## src/rtl/regbus_pkg.sv

```systemverilog
// Shared definitions for the register-bus SRAM window and its bus bridge:
// FSM encoding, read-latency ceiling and response codes.
package regbus_pkg;

  localparam logic [1:0] S_IDLE   = 2'd0;
  localparam logic [1:0] S_RDWAIT = 2'd1;
  localparam logic [1:0] S_ACK    = 2'd2;

  localparam int RDLAT_MAX = 4;
  localparam int CNT_W     = $clog2(RDLAT_MAX);

  localparam logic RESP_OKAY   = 1'b0;
  localparam logic RESP_SLVERR = 1'b1;

endpackage

```

## src/rtl/regbus_parity.sv

```systemverilog
// Per-byte even parity: each output bit makes its byte plus parity bit
// carry an even number of ones.
module regbus_parity #(
  parameter int DATA = 32
) (
  input  logic [DATA-1:0]   data,
  output logic [DATA/8-1:0] par
);

  always_comb begin
    par = '0;
    for (int b = 0; b < DATA/8; b++) par[b] = ^data[8*b +: 8];
  end

endmodule

```

## src/rtl/regbus_sram.sv

```systemverilog
// Register-bus slave fronting a synchronous SRAM with fixed read latency.
// Optional byte parity is enabled with the REGBUS_SRAM_PARITY_EN macro.
module regbus_sram
  import regbus_pkg::*;
#(
  parameter int              ADDR  = 32,
  parameter int              DATA  = 32,
  parameter int              AW    = 10,
  parameter logic [ADDR-1:0] BASE  = '0,
  parameter int              RDLAT = 1
) (
  input  logic              clk,
  input  logic              resetn,
  input  logic              req,
  input  logic              wr,
  input  logic [ADDR-1:0]   addr,
  input  logic [DATA-1:0]   wdata,
  input  logic [DATA/8-1:0] wstrb,
  output logic [DATA-1:0]   rdata,
  output logic              ack,
  output logic              err,
  output logic              mem_en,
  output logic [DATA/8-1:0] mem_we,
  output logic [AW-1:0]     mem_addr,
  output logic [DATA-1:0]   mem_wdata,
  input  logic [DATA-1:0]   mem_rdata
`ifdef REGBUS_SRAM_PARITY_EN
  ,
  output logic [DATA/8-1:0] mem_wpar,
  input  logic [DATA/8-1:0] mem_rpar
`endif
);

  localparam int             BL   = $clog2(DATA/8);
  localparam logic [ADDR:0]  SPAN = (ADDR+1)'(1) << (AW + BL);

  logic [1:0]       state_q, state_d;
  logic [CNT_W-1:0] cnt_q, cnt_d;
  logic [DATA-1:0]  rdata_q, rdata_d;
  logic             err_q, err_d;
  logic             in_range;
  logic             rd_err;

  // One extra address bit keeps the upper window bound from wrapping.
  assign in_range  = ({1'b0, addr} >= {1'b0, BASE}) &&
                     ({1'b0, addr} <  ({1'b0, BASE} + SPAN));
  assign mem_addr  = AW'((addr - BASE) >> BL);
  assign mem_wdata = wdata;

`ifdef REGBUS_SRAM_PARITY_EN
  logic [DATA/8-1:0] rpar_calc;

  regbus_parity #(.DATA(DATA)) u_wpar (
    .data (wdata),
    .par  (mem_wpar)
  );

  regbus_parity #(.DATA(DATA)) u_rpar (
    .data (mem_rdata),
    .par  (rpar_calc)
  );

  assign rd_err = |(rpar_calc ^ mem_rpar);
`else
  assign rd_err = RESP_OKAY;
`endif

  always_comb begin
    state_d = state_q;
    cnt_d   = cnt_q;
    rdata_d = rdata_q;
    err_d   = RESP_OKAY;
    mem_en  = 1'b0;
    mem_we  = '0;
    case (state_q)
      S_IDLE: begin
        if (req) begin
          if (!in_range) begin
            err_d   = RESP_SLVERR;
            state_d = S_ACK;
            if (!wr) rdata_d = '0;
          end else if (wr) begin
            // An all-zero strobe completes without touching the SRAM.
            mem_en  = |wstrb;
            mem_we  = wstrb;
            state_d = S_ACK;
          end else begin
            mem_en  = 1'b1;
            cnt_d   = CNT_W'(RDLAT - 1);
            state_d = S_RDWAIT;
          end
        end
      end
      S_RDWAIT: begin
        if (cnt_q == '0) begin
          rdata_d = mem_rdata;
          err_d   = rd_err ? RESP_SLVERR : RESP_OKAY;
          state_d = S_ACK;
        end else begin
          cnt_d = cnt_q - 1'b1;
        end
      end
      S_ACK:   state_d = S_IDLE;
      default: state_d = S_IDLE;
    endcase
  end

  always_ff @(posedge clk or negedge resetn) begin
    if (!resetn) begin
      state_q <= S_IDLE;
      cnt_q   <= '0;
      rdata_q <= '0;
      err_q   <= RESP_OKAY;
    end else begin
      state_q <= state_d;
      cnt_q   <= cnt_d;
      rdata_q <= rdata_d;
      err_q   <= err_d;
    end
  end

  // err_q is only ever set on the transition into ACK, so it is low otherwise.
  assign ack   = (state_q == S_ACK);
  assign err   = err_q;
  assign rdata = rdata_q;

endmodule

```

## config.mk

```make
export PLATFORM = sky130hd
export DESIGN_NAME = regbus_sram
export DESIGN_NICKNAME = d
export VERILOG_FILES = /design/src/rtl/regbus_pkg.sv /design/src/rtl/regbus_parity.sv /design/src/rtl/regbus_sram.sv
export SDC_FILE = /design/constraint.sdc
export NUM_CORES = 1
export LEC_CHECK = 0
export ABC_AREA = 1
export CAP_MARGIN = 0
export CORE_ASPECT_RATIO = 1.25
export CORE_MARGIN = 2
export CORE_UTILIZATION = 34
export CTS_CLUSTER_DIAMETER = 60
export DETAILED_ROUTE_END_ITERATION = 8
export HOLD_SLACK_MARGIN = 0.15
export PLACE_DENSITY = 0.87
export SKIP_CTS_REPAIR_TIMING = 1
export SYNTH_ARGS = -nofsm -noshare
export SYNTH_HDL_FRONTEND = slang
export SYNTH_SLANG_ARGS = --single-unit
```

## constraint.sdc

```tcl
create_clock -name clk -period 2.21 [get_ports clk]
set_clock_uncertainty 0.2 [all_clocks]
set_input_delay 0.442 -clock clk [delete_from_list [all_inputs] [get_ports clk]]
set_output_delay 0.442 -clock clk [all_outputs]
set_load 0.01 [all_outputs]
```

== After elaboration in Yosys (flattened, before gate mapping) ==
Index checks and enable logic that the tools add are counted.

* Bits in registers: 37
* Bits of input ports: 104
* Output and inout bits: 81
* Word-level logic and storage cells: 47

* Add/sub/neg operators: 1
* $lt $le $gt $ge: 1
* Equal/unequal tests: 8
* Mux-type cells: 26
* Reduce and logical (&&, ||, !) cells: 7

{| class="wikitable"
|+ Operator list
! operator !! count
|-
| $mux 32 || 4
|-
| $pmux 32 s2 || 1
|-
| $lt 32x13->1 const B || 1
|-
| $mux 2 || 8
|-
| $mux 4 || 4
|-
| $ne 2x2->1 const B || 6
|-
| $reduce_and 5->1 || 2
|-
| $pmux 2 s2 || 2
|-
| $mux 1 || 7
|-
| $logic_not 2->1 || 2
|-
| $reduce_or 4->1 || 1
|-
| $eq 2x1->1 const B || 1
|-
| $eq 2x2->1 const B || 1
|-
| $reduce_and 2->1 || 1
|-
| $reduce_bool 2->1 || 1
|-
| $sub 2x1->2 const B || 1
|}

== Depth between registers and ports, before layout ==
Gate-level depths: netlist (run 1).

* Depth in word-level cells: 5
* Depth in mapped cells: 10
* Gate-level depth less buffers: 9

== Worst setup path before layout (run 1) ==
Ideal clock, no wire load.

* Kind: register -> output
* From: register state_q[0]
* To: output port mem_we[0]
* Data arrival time: 1.259 ns
* Data required time: 1.568 ns
* Setup slack: 0.309 ns
* Cell stages (with the launch flop): 7
* Path buffers: 1
* Cells stage by stage: dfrtp_1 buf_4 nor2_1 nand2_1 inv_1 nand2_1 nor3b_1

* Cells in the longest elaborated chain, start to end: 2

{| class="wikitable"
|+ RTL lines
! item !! line !! source
|-
| start: declaration || regbus_sram.sv:37 || <nowiki>logic [1:0] state_q, state_d;</nowiki>
|-
| start signal: assignment || regbus_sram.sv:115 || <nowiki>state_q <= state_d;</nowiki>
|-
| $logic_not 2->1 || regbus_sram.sv:75 || <nowiki>case (state_q)</nowiki>
|-
| $mux 4 || regbus_sram.sv:75 ||
|-
| end: declaration || regbus_sram.sv:23 || <nowiki>output logic [DATA/8-1:0] mem_we,</nowiki>
|}

No other way between the ends.

== Worst setup path after layout (run 1) ==
* From: input port req
* To: output port mem_we[0]

* Cells in the longest elaborated chain, start to end: 2

{| class="wikitable"
|+ RTL lines
! item !! line !! source
|-
| start: declaration || regbus_sram.sv:14 || <nowiki>input logic req,</nowiki>
|-
| $mux 4 || regbus_sram.sv:77 || <nowiki>if (req) begin</nowiki>
|-
| $mux 4 || regbus_sram.sv:75 ||
|}

No other way between the ends.

==> flow_metrics.env, run 1 <==
export IMPL_status="complete, no violations"
export IMPL_netlist_area_um2=2060
export IMPL_max_stage_delay_ns=0.46
export IMPL_synth_compound_area_share=0.0146
export IMPL_finalSetupViolations=0
export IMPL_cts_htree_levels=2
export IMPL_clk_latency_ns=0.28
export IMPL_min_period_over_period=0.988
export IMPL_num_antenna_cells=0
export IMPL_max_slew_margin=0.453
export IMPL_yosysSeqAreaShare=0.449
export IMPL_grt_pass1_wl_um=8990
export IMPL_critPathRequiredTime_ns=1.57
export IMPL_fin_nets=413
export IMPL_areaGrowthSynthToFinish_pct=46.4
export IMPL_worstPathArrival_ns=1.54
export IMPL_hold_viol=0
export IMPL_groute_usage_overall=0.171
export IMPL_maxCapViolCount=0
export IMPL_num_rows=31
export IMPL_postRouteAntennaNets=0
export IMPL_startpoint_type="input port"
export IMPL_viasPerCell=5.02
export IMPL_ys_ff_latch=37
export IMPL_first_pass_iters=4
export IMPL_syn_avg_cell_area_um2=8.31
export IMPL_crit_fanout=4
export IMPL_synth_top_family_by_area="simple AND/OR/NAND/NOR gates"
export IMPL_crit_family="buffers and inverters"
export IMPL_final_cell_area_um2=3020
export IMPL_period_needed_ns=2.18
export IMPL_placed_area_um2=2830
export IMPL_cts_root_buf="clkbuf_8"
export IMPL_finalWeightedCongestion=0.753
export IMPL_die_w_um=73.6
export IMPL_path_cells="clkdlybuf4s50_1 -> nand2_1 -> inv_2 -> nand2_2 -> nor3b_2 -> clkbuf_2"
export IMPL_worstMarginPinSlew_ns=0.820
export IMPL_nFillCells=555
export IMPL_vias=1878
export IMPL_muxShareOfSynthArea=0
export IMPL_clkTransAtPathRegs_ns=0.07
export IMPL_routedWlPerCell_um=15.4
export IMPL_netlist_cell_type_count=22
export IMPL_wirelength_um=5770
export IMPL_grt_antenna_before_repair=0
export IMPL_p_leak_nw=1.60
export IMPL_vdd_drop_max_mv=0.270
export IMPL_slew_violations=0
export IMPL_drive_gt1_frac=0.127
export IMPL_rrSetupSlack_ns=0.44
export IMPL_grt_ovfl_total=0
export IMPL_drt_initial_drc_count=120
export IMPL_drcViolationCount=0
export IMPL_synth_xor_area_frac=0
export IMPL_power_mw=1.37
export IMPL_synth_simple_area_share=0.319
export IMPL_hold_path_class="flop to flop"
export IMPL_cts_buffers_inserted=5
export IMPL_path_buf_inv=3
export IMPL_grt_max_degree=38
export IMPL_crit_type="input port to primary output"
export IMPL_max_freq_ghz=0.458
export IMPL_syn_nets=353
export IMPL_final_cell_mix="nand2_1, clkdlybuf4s50_1, dfrtp_1"
export IMPL_io_pins=185
export IMPL_cts_sinks=37
export IMPL_end_kind="primary output"
export IMPL_netlist_instances=248
export IMPL_slowest_stage="clkdlybuf4s50_1"
export IMPL_core_area_um2=5820
export IMPL_grt_pass1_vias=1848
export IMPL_die_area_um2=6700
export IMPL_die_h_um=91.0
export IMPL_hpwl_um=4290
export IMPL_io_buffers=98
export IMPL_clockBufferDepth=2
export IMPL_synthAdderAreaFrac=0.00607
export IMPL_p_per_area_nw_per_um2=455
export IMPL_yosys_warnings=0
export IMPL_layout_commonest_cell="nand2_1"
export IMPL_initial_core_util=0.354
export IMPL_cts_tree="yes"
per-stage QoR:
stage               cells  TNS [ns]   util  setup slack, ns  hold slack (ns)
floorplan             248         0      -            0.309          -0.0536
global placement      366     -4.28  0.486           -0.572            0.252
detailed placement    366     -5.95  0.486           -0.612            0.258
CTS                   373     -3.07  0.502           -0.642           0.0661
global route          374   -0.0333  0.519          -0.0237            0.287
finish                374         0  0.519           0.0260            0.270
worst reg2reg max path: cells and delay by family (launching register included):
family                 cells  cell delay [ns]
buffers and inverters      4             0.60
AOI/OAI and AO/OA          1             0.18
DFF                        1             0.40
and+or+nand+nor            3             0.32
Yosys cell counts:
master     n  area share
buf_6      3       0.016
buf_2      3      0.0073
and2_1     1      0.0030
nand4_1   32       0.097
nor2_2     1      0.0030
inv_1      9       0.016
nor3b_1    4       0.015
nand3_1    3      0.0073
a211oi_1   1      0.0036
dfrtp_1   37        0.45
ha_1       1      0.0061
nand3_2    1      0.0049
nor2_1    16       0.029
buf_4     43        0.16
a31oi_1    1      0.0030
nand2_1   80        0.15
nor4_1     1      0.0030
inv_2      2      0.0036
o21ai_4    1      0.0079
nor2_4     1      0.0055
clkbuf_1   6       0.011
nand2_4    1      0.0055
state kept, by name (all words and copies together) (netlist names):
name	count
state_q	2
err	1
cnt_q	2
rdata	32
cell families (layout without fill, tap and decap cells):
family                     Yosys count  count (layout)
adders and majority gates            1               1
and+or+nand+nor                    141             141
buffers and inverters               66             126
AOI/OAI and AO/OA                    3               3
DFF                                 37              37
metal layers:
metal	GRT usage	vias up	wire length [um]
li1	-	884	-
met1	0.191	875	2060
met2	0.289	97	3060
met3	0.0544	22	480
met4	0.0803	0	166
met5	0	-	0
power breakdown:
group          total [mW]  switching [mW]  internal (mW)
logic               0.211          0.0906          0.121
clock network       0.482           0.236          0.247
registers           0.680         0.00127          0.679
total                1.37           0.327           1.05
final timing paths:
check,from,endpoint,cells past startpoint
min in group asynchronous,resetn,rdata[28]$_DFFE_PN0P_,2
hold reg to reg,rdata[19]$_DFFE_PN0P_,rdata[19]$_DFFE_PN0P_,2
setup / recovery,req,mem_we[0],6
setup reg to reg,state_q[0]$_DFFE_PN0P_,rdata[2]$_DFFE_PN0P_,8
hold / removal,rdata[19]$_DFFE_PN0P_,rdata[19]$_DFFE_PN0P_,2
max in group asynchronous,resetn,state_q[1]$_DFFE_PN0P_,2
final cells by class:
cell class	instances	area, um2	area share
clock inverter	1	7.51	0.00249
clock buffer	6	82.6	0.0274
sequential	37	926	0.307
tap	66	82.6	0.0274
multi-input combinational	145	752	0.249
timing repair buffer	108	1130	0.373
inverter	11	41.3	0.0137
(Power assumes the default switching activity.)
==> inputs of run 2 (changes only) <==
--- a/config.mk
+++ b/config.mk
@@ -5,15 +5,12 @@
 export SDC_FILE = /design/constraint.sdc
 export NUM_CORES = 1
 export LEC_CHECK = 0
-export ABC_AREA = 1
 export CAP_MARGIN = 0
-export CORE_ASPECT_RATIO = 1.25
-export CORE_MARGIN = 2
-export CORE_UTILIZATION = 34
+export CORE_UTILIZATION = 35
 export CTS_CLUSTER_DIAMETER = 60
 export DETAILED_ROUTE_END_ITERATION = 8
 export HOLD_SLACK_MARGIN = 0.15
-export PLACE_DENSITY = 0.87
+export PLACE_DENSITY = 0.85
 export SKIP_CTS_REPAIR_TIMING = 1
 export SYNTH_ARGS = -nofsm -noshare
 export SYNTH_HDL_FRONTEND = slang
==> run 2 against run 1 <==
Critical endpoint is now mem_we[1]. Largest power group unchanged. Critical path type is now flop to primary output. Utilization up 2.7 points. The run now ends with setup timing left. Combinational power rose by 7%. Register-to-register slack lost 0.29 ns. Total power up 9.4%.
==> flow_metrics.env, run 2 <==
export IMPL_status="finished with violations"
export IMPL_violations="setup timing"
export IMPL_clkTransAtPathRegs_ns=0.07
export IMPL_synthTopCellsByArea="dfrtp_1, buf_4, mux2i_1"
export IMPL_die_h_um=83.1
export IMPL_slew_violations=0
export IMPL_synth_top_area_frac=0.402
export IMPL_yosysTopAreaCell="dfrtp_1"
export IMPL_end_kind="primary output"
export IMPL_min_period_over_period=1.07
export IMPL_cts_root_buf="clkbuf_8"
export IMPL_grt_pass1_wl_um=8890
export IMPL_hold_viol=0
export IMPL_core_area_um2=6350
export IMPL_nFillCells=535
export IMPL_startpoint="state_q[0]$_DFFE_PN0P_"
export IMPL_ys_flop_type="dfrtp_1"
export IMPL_synth_common_cells="buf_4, dfrtp_1, mux2i_1"
export IMPL_cts_sinks=37
export IMPL_critPathRequiredTime_ns=1.57
export IMPL_yosysMostFrequentCell="buf_4"
export IMPL_worstPathArrival_ns=1.72
export IMPL_worst_hold_slack_ns=0.359
export IMPL_fin_nets=378
export IMPL_cts_buffers_inserted=5
export IMPL_initial_core_util=0.363
export IMPL_period_needed_ns=2.37
export IMPL_io_buffers=98
export IMPL_vias=1756
export IMPL_crit_type="flop to primary output"
export IMPL_grt_max_degree=38
export IMPL_gr_usage_met1=0.190
export IMPL_viasPerCell=5.00
export IMPL_grt_antenna_before_repair=0
export IMPL_vdd_drop_max_mv=0.264
export IMPL_die_area_um2=6910
export IMPL_ys_ff_latch=37
export IMPL_layout_commonest_cell="clkdlybuf4s50_1"
export IMPL_hpwl_um=3970
export IMPL_grt_ovfl_total=0
export IMPL_num_rows=29
export IMPL_max_slew_margin=0.442
export IMPL_p_leak_nw=1.92
export IMPL_num_antenna_cells=0
export IMPL_holdCritStartpoint="rdata[2]$_DFFE_PN0P_"
export IMPL_netlist_area_um2=2300
export IMPL_ys_async_sr_fraction=1.00
export IMPL_netlist_instances=196
export IMPL_p_per_area_nw_per_um2=434
export IMPL_clockBufferDepth=2
export IMPL_netlist_cell_type_count=32
export IMPL_max_freq_ghz=0.423
export IMPL_maxCapViolCount=0
export IMPL_rsz0062_at_grt="yes"
export IMPL_routedWlPerCell_um=15.6
export IMPL_grtUsageMet3=0.0388
export IMPL_yosys_warnings=0
export IMPL_finalWeightedCongestion=0.825
export IMPL_syn_avg_cell_area_um2=11.8
export IMPL_clk_latency_ns=0.28
export IMPL_drive_gt1_frac=0.299
export IMPL_drt_initial_drc_count=35
export IMPL_startpoint_type="flop"
export IMPL_final_cell_mix="clkdlybuf4s50_1, dfrtp_1, mux2i_1"
export IMPL_crit_fanout=4
export IMPL_worstMarginPinSlew_ns=0.838
export IMPL_groute_usage_overall=0.159
export IMPL_hold_path_class="flop to flop"
export IMPL_finalSetupViolations=5
export IMPL_largest_register_ffs=32
export IMPL_r2r_cells=6
export IMPL_crit_reg2reg_launch="state_q[1]$_DFFE_PN0P_"
export IMPL_grt_pass1_vias=1834
export IMPL_cts_htree_levels=2
export IMPL_wirelength_um=5470
export IMPL_synth_edf_count=0
export IMPL_rrSetupSlack_ns=0.15
export IMPL_pre_cts_ws_ns=-0.891
export IMPL_areaGrowthSynthToFinish_pct=50.4
export IMPL_io_pins=185
export IMPL_use_met2=0.276
export IMPL_power_mw=1.50
export IMPL_syn_nets=301
export IMPL_drcViolationCount=0
export IMPL_die_w_um=83.1
export IMPL_whs_path_depth=2
export IMPL_first_pass_iters=4
export IMPL_setup_slack_ns=-0.155
export IMPL_grt_busiest_layer="met2"
export IMPL_cts_tree="yes"
export IMPL_yosysSeqAreaShare=0.402
export IMPL_postRouteAntennaNets=0
## run 2: worst max-delay path: stages, from the launching register on
cell	delay, ns
dfrtp_1	0.40
or4bb_4	0.63
nor4_4	0.24
buf_2	0.17
## run 2: cell type report
| cell class | instances | area [um2] | share of cell area |
|---|---|---|---|
| repair buffers | 122 | 1230 | 0.356 |
| multi-input cells | 101 | 1070 | 0.309 |
| flip-flops and latches | 37 | 926 | 0.267 |
| well taps | 77 | 96.3 | 0.0278 |
| clock buffers | 7 | 86.3 | 0.0249 |
| clock inverters | 1 | 30.0 | 0.00867 |
| inverters | 6 | 22.5 | 0.00650 |
## run 2: routing by layer
layer / wire [um] / up-vias
met5: 0 / -
li1: - / 806
met4: 159 / 0
met2: 2810 / 89
met3: 361 / 28
met1: 2140 / 833
## run 2: worst paths after layout
check,endpoint
worst max-delay path,mem_we[1]
worst min-delay path,rdata[2]$_DFFE_PN0P_
worst max register to register,rdata[10]$_DFFE_PN0P_
worst min register to register,rdata[2]$_DFFE_PN0P_
max in group asynchronous,rdata[12]$_DFFE_PN0P_
min in group asynchronous,rdata[19]$_DFFE_PN0P_
## run 2: where the power goes
part / internal, mW / switching, mW
clock network: 0.368 / 0.229
registers: 0.679 / 0.000913
logic: 0.128 / 0.0976
## run 2: logic make-up (layout without fill, tap and decap cells)
family          Yosys count  after routing  share of synthesized area
xor+xnor                  1              1                    0.00380
buf+inv                  58            136                      0.180
mux                      33             33                      0.143
fa+ha+maj                 1              1                    0.00543
flops                    37             37                      0.402
compound gates            8              8                     0.0326
simple gates             58             58                      0.233
## run 2: stage by stage
stage	cell area [um2]	utilization	instances	setup TNS (ns)
after floorplan	2300	-	196	0
after global placement	3190	0.503	341	-13.22
after detailed placement	3190	0.503	341	-13.15
after CTS	3310	0.521	349	-4.41
after global routing	3460	0.545	351	-1.01
final	3460	0.545	351	-0.580
==> inputs of run 3 (changes only) <==
--- a/config.mk
+++ b/config.mk
@@ -6,11 +6,11 @@
 export NUM_CORES = 1
 export LEC_CHECK = 0
 export CAP_MARGIN = 0
-export CORE_UTILIZATION = 35
+export CORE_UTILIZATION = 36
 export CTS_CLUSTER_DIAMETER = 60
 export DETAILED_ROUTE_END_ITERATION = 8
 export HOLD_SLACK_MARGIN = 0.15
-export PLACE_DENSITY = 0.85
+export PLACE_DENSITY = 0.87
 export SKIP_CTS_REPAIR_TIMING = 1
 export SYNTH_ARGS = -nofsm -noshare
 export SYNTH_HDL_FRONTEND = slang
==> run 3 against run 2 <==
The run still ends with setup timing left. Clock power is 26% lower. Combinational power is 2% higher. Cell count is 1.7% lower. Design area is 0.94% lower. Global-route usage is 0.28 points higher. Setup slack better by 0.023 ns.
==> flow_metrics.env, run 3 (synthesis results as in run 2) <==
export IMPL_seq_area_um2=926
export IMPL_min_period_over_period=1.06
export IMPL_p_seq_frac=0.503
export IMPL_die_area_um2=6720
export IMPL_slew_violations=0
export IMPL_clk_latency_ns=0.28
export IMPL_wirelength_um=5650
export IMPL_placed_area_um2=3170
export IMPL_final_cell_area_um2=3430
export IMPL_io_pins=185
export IMPL_status="finished with violations"
export IMPL_cts_sinks=37
export IMPL_finalWeightedCongestion=0.831
export IMPL_rsz0062_at_grt="yes"
export IMPL_worstMarginPinSlew_ns=0.830
export IMPL_p_leak_nw=1.91
export IMPL_drcViolationCount=0
export IMPL_grt_max_degree=38
export IMPL_finalSetupViolations=4
export IMPL_die_h_um=82.0
export IMPL_num_rows=28
export IMPL_nFillCells=521
export IMPL_postRouteAntennaNets=0
export IMPL_core_area_um2=6060
export IMPL_hold_viol=0
export IMPL_internal_power_mw=1.03
export IMPL_max_freq_ghz=0.427
export IMPL_max_slew_margin=0.447
export IMPL_layout_commonest_cell="clkdlybuf4s50_1"
export IMPL_viasPerCell=5.06
export IMPL_maxCapViolCount=0
export IMPL_areaGrowthSynthToFinish_pct=48.9
export IMPL_p_per_area_nw_per_um2=394
export IMPL_clkTransAtPathRegs_ns=0.07
export IMPL_crit_fanout=4
export IMPL_worst_hold_slack_ns=0.357
export IMPL_pre_cts_ws_ns=-0.770
export IMPL_worstPathArrival_ns=1.70
export IMPL_p_comb_frac=0.170
export IMPL_routedWlPerCell_um=16.4
export IMPL_die_w_um=82.0
export IMPL_io_buffers=98
export IMPL_grt_pass1_vias=1685
export IMPL_crit_type="flop to primary output"
export IMPL_cts_htree_levels=2
export IMPL_num_antenna_cells=0
export IMPL_max_stage_delay_ns=0.59
export IMPL_cts_tree="yes"
export IMPL_p_switching_uw=325
export IMPL_drt_initial_drc_count=36
export IMPL_critPathRequiredTime_ns=1.57
export IMPL_rrSetupSlack_ns=0.20
export IMPL_hpwl_um=4260
export IMPL_pwr_share_clk=0.327
export IMPL_cts_root_buf="clkbuf_8"
export IMPL_path_cells="or4bb_4 -> nor4_2 -> buf_2"
export IMPL_grt_antenna_before_repair=0
export IMPL_grt_pass1_wl_um=7940
export IMPL_startpoint_type="flop"
export IMPL_cts_buffers_inserted=5
export IMPL_groute_usage_overall=0.162
export IMPL_setup_slack_ns=-0.133
export IMPL_initial_core_util=0.380
export IMPL_clockBufferDepth=2
export IMPL_grt_ovfl_total=0
export IMPL_swShare=0.241
export IMPL_final_core_util=0.566
export IMPL_power_mw=1.35
export IMPL_vdd_drop_max_mv=0.205
export IMPL_final_cell_mix="clkdlybuf4s50_1, dfrtp_1, mux2i_1"
export IMPL_fin_nets=374
export IMPL_slowest_stage="or4bb_4"
export IMPL_end_kind="primary output"
export IMPL_violations="setup timing"
export IMPL_multiInputGateArea_um2=1080
export IMPL_drive_gt1_frac=0.300
export IMPL_first_pass_iters=4
export IMPL_period_needed_ns=2.34
export IMPL_hold_path_class="flop to flop"
export IMPL_vias=1745
export IMPL_largest_register_ffs=32
==> run 3: cell types whose count changed in the layout (fill, tap and decap cells not counted), sizes merged <==
cell,before,now
clkdlybuf4s50,69,65
dlymetal6s2s,23,27
buf,28,25
clkbuf,8,6
clkinv,0,2
bufinv,1,0
==> run 3: power by group through the flow <==
stage	clock [mW]	combinational (mW)	sequential, mW
finish	0.442	0.230	0.680
detailed placement	0	0.223	0.693
global route	0.495	0.245	0.680
global placement	0	0.221	0.693
CTS	0.470	0.224	0.680
floorplan	0	0.132	0.695
==> run 3: metrics by stage <==
stage,setup TNS (ns),std cells
final,-0.486,345
after global routing,-0.764,345
after CTS,-5.55,343
after detailed placement,-15.51,335
after global placement,-15.22,335
after floorplan,0,196
==> run 3: worst max-delay path: cells and delay by family (launching register included) <==
kind                   cells  cell delay [ns]
buffers and inverters      1             0.17
DFF                        1             0.39
and+or+nand+nor            2             0.86
==> run 3: cell type report <==
type                            count  area share
Clock buffer                        6      0.0212
Clock inverter                      2     0.00292
Inverter                            6     0.00656
Multi-Input combinational cell    101       0.315
Sequential cell                    37       0.270
Tap cell                           75      0.0274
Timing Repair Buffer              118       0.357
==> run 3: final timing paths <==
check | startpoint | endpoint | cells past startpoint
max | state_q[0]$_DFFE_PN0P_ | mem_we[2] | 3
min | rdata[5]$_DFFE_PN0P_ | rdata[5]$_DFFE_PN0P_ | 2
max reg2reg | state_q[0]$_DFFE_PN0P_ | rdata[10]$_DFFE_PN0P_ | 5
min reg2reg | rdata[5]$_DFFE_PN0P_ | rdata[5]$_DFFE_PN0P_ | 2
max in group asynchronous | resetn | rdata[10]$_DFFE_PN0P_ | 2
min in group asynchronous | resetn | rdata[30]$_DFFE_PN0P_ | 2
==> run 3: layer usage <==
layer / share of wire / vias to the layer above / track usage
met5: 0 / - / 0
met3: 0.084 / 16 / 0.0489
met4: 0.030 / 0 / 0.0632
met1: 0.34 / 837 / 0.156
met2: 0.55 / 99 / 0.316
li1: - / 793 / -
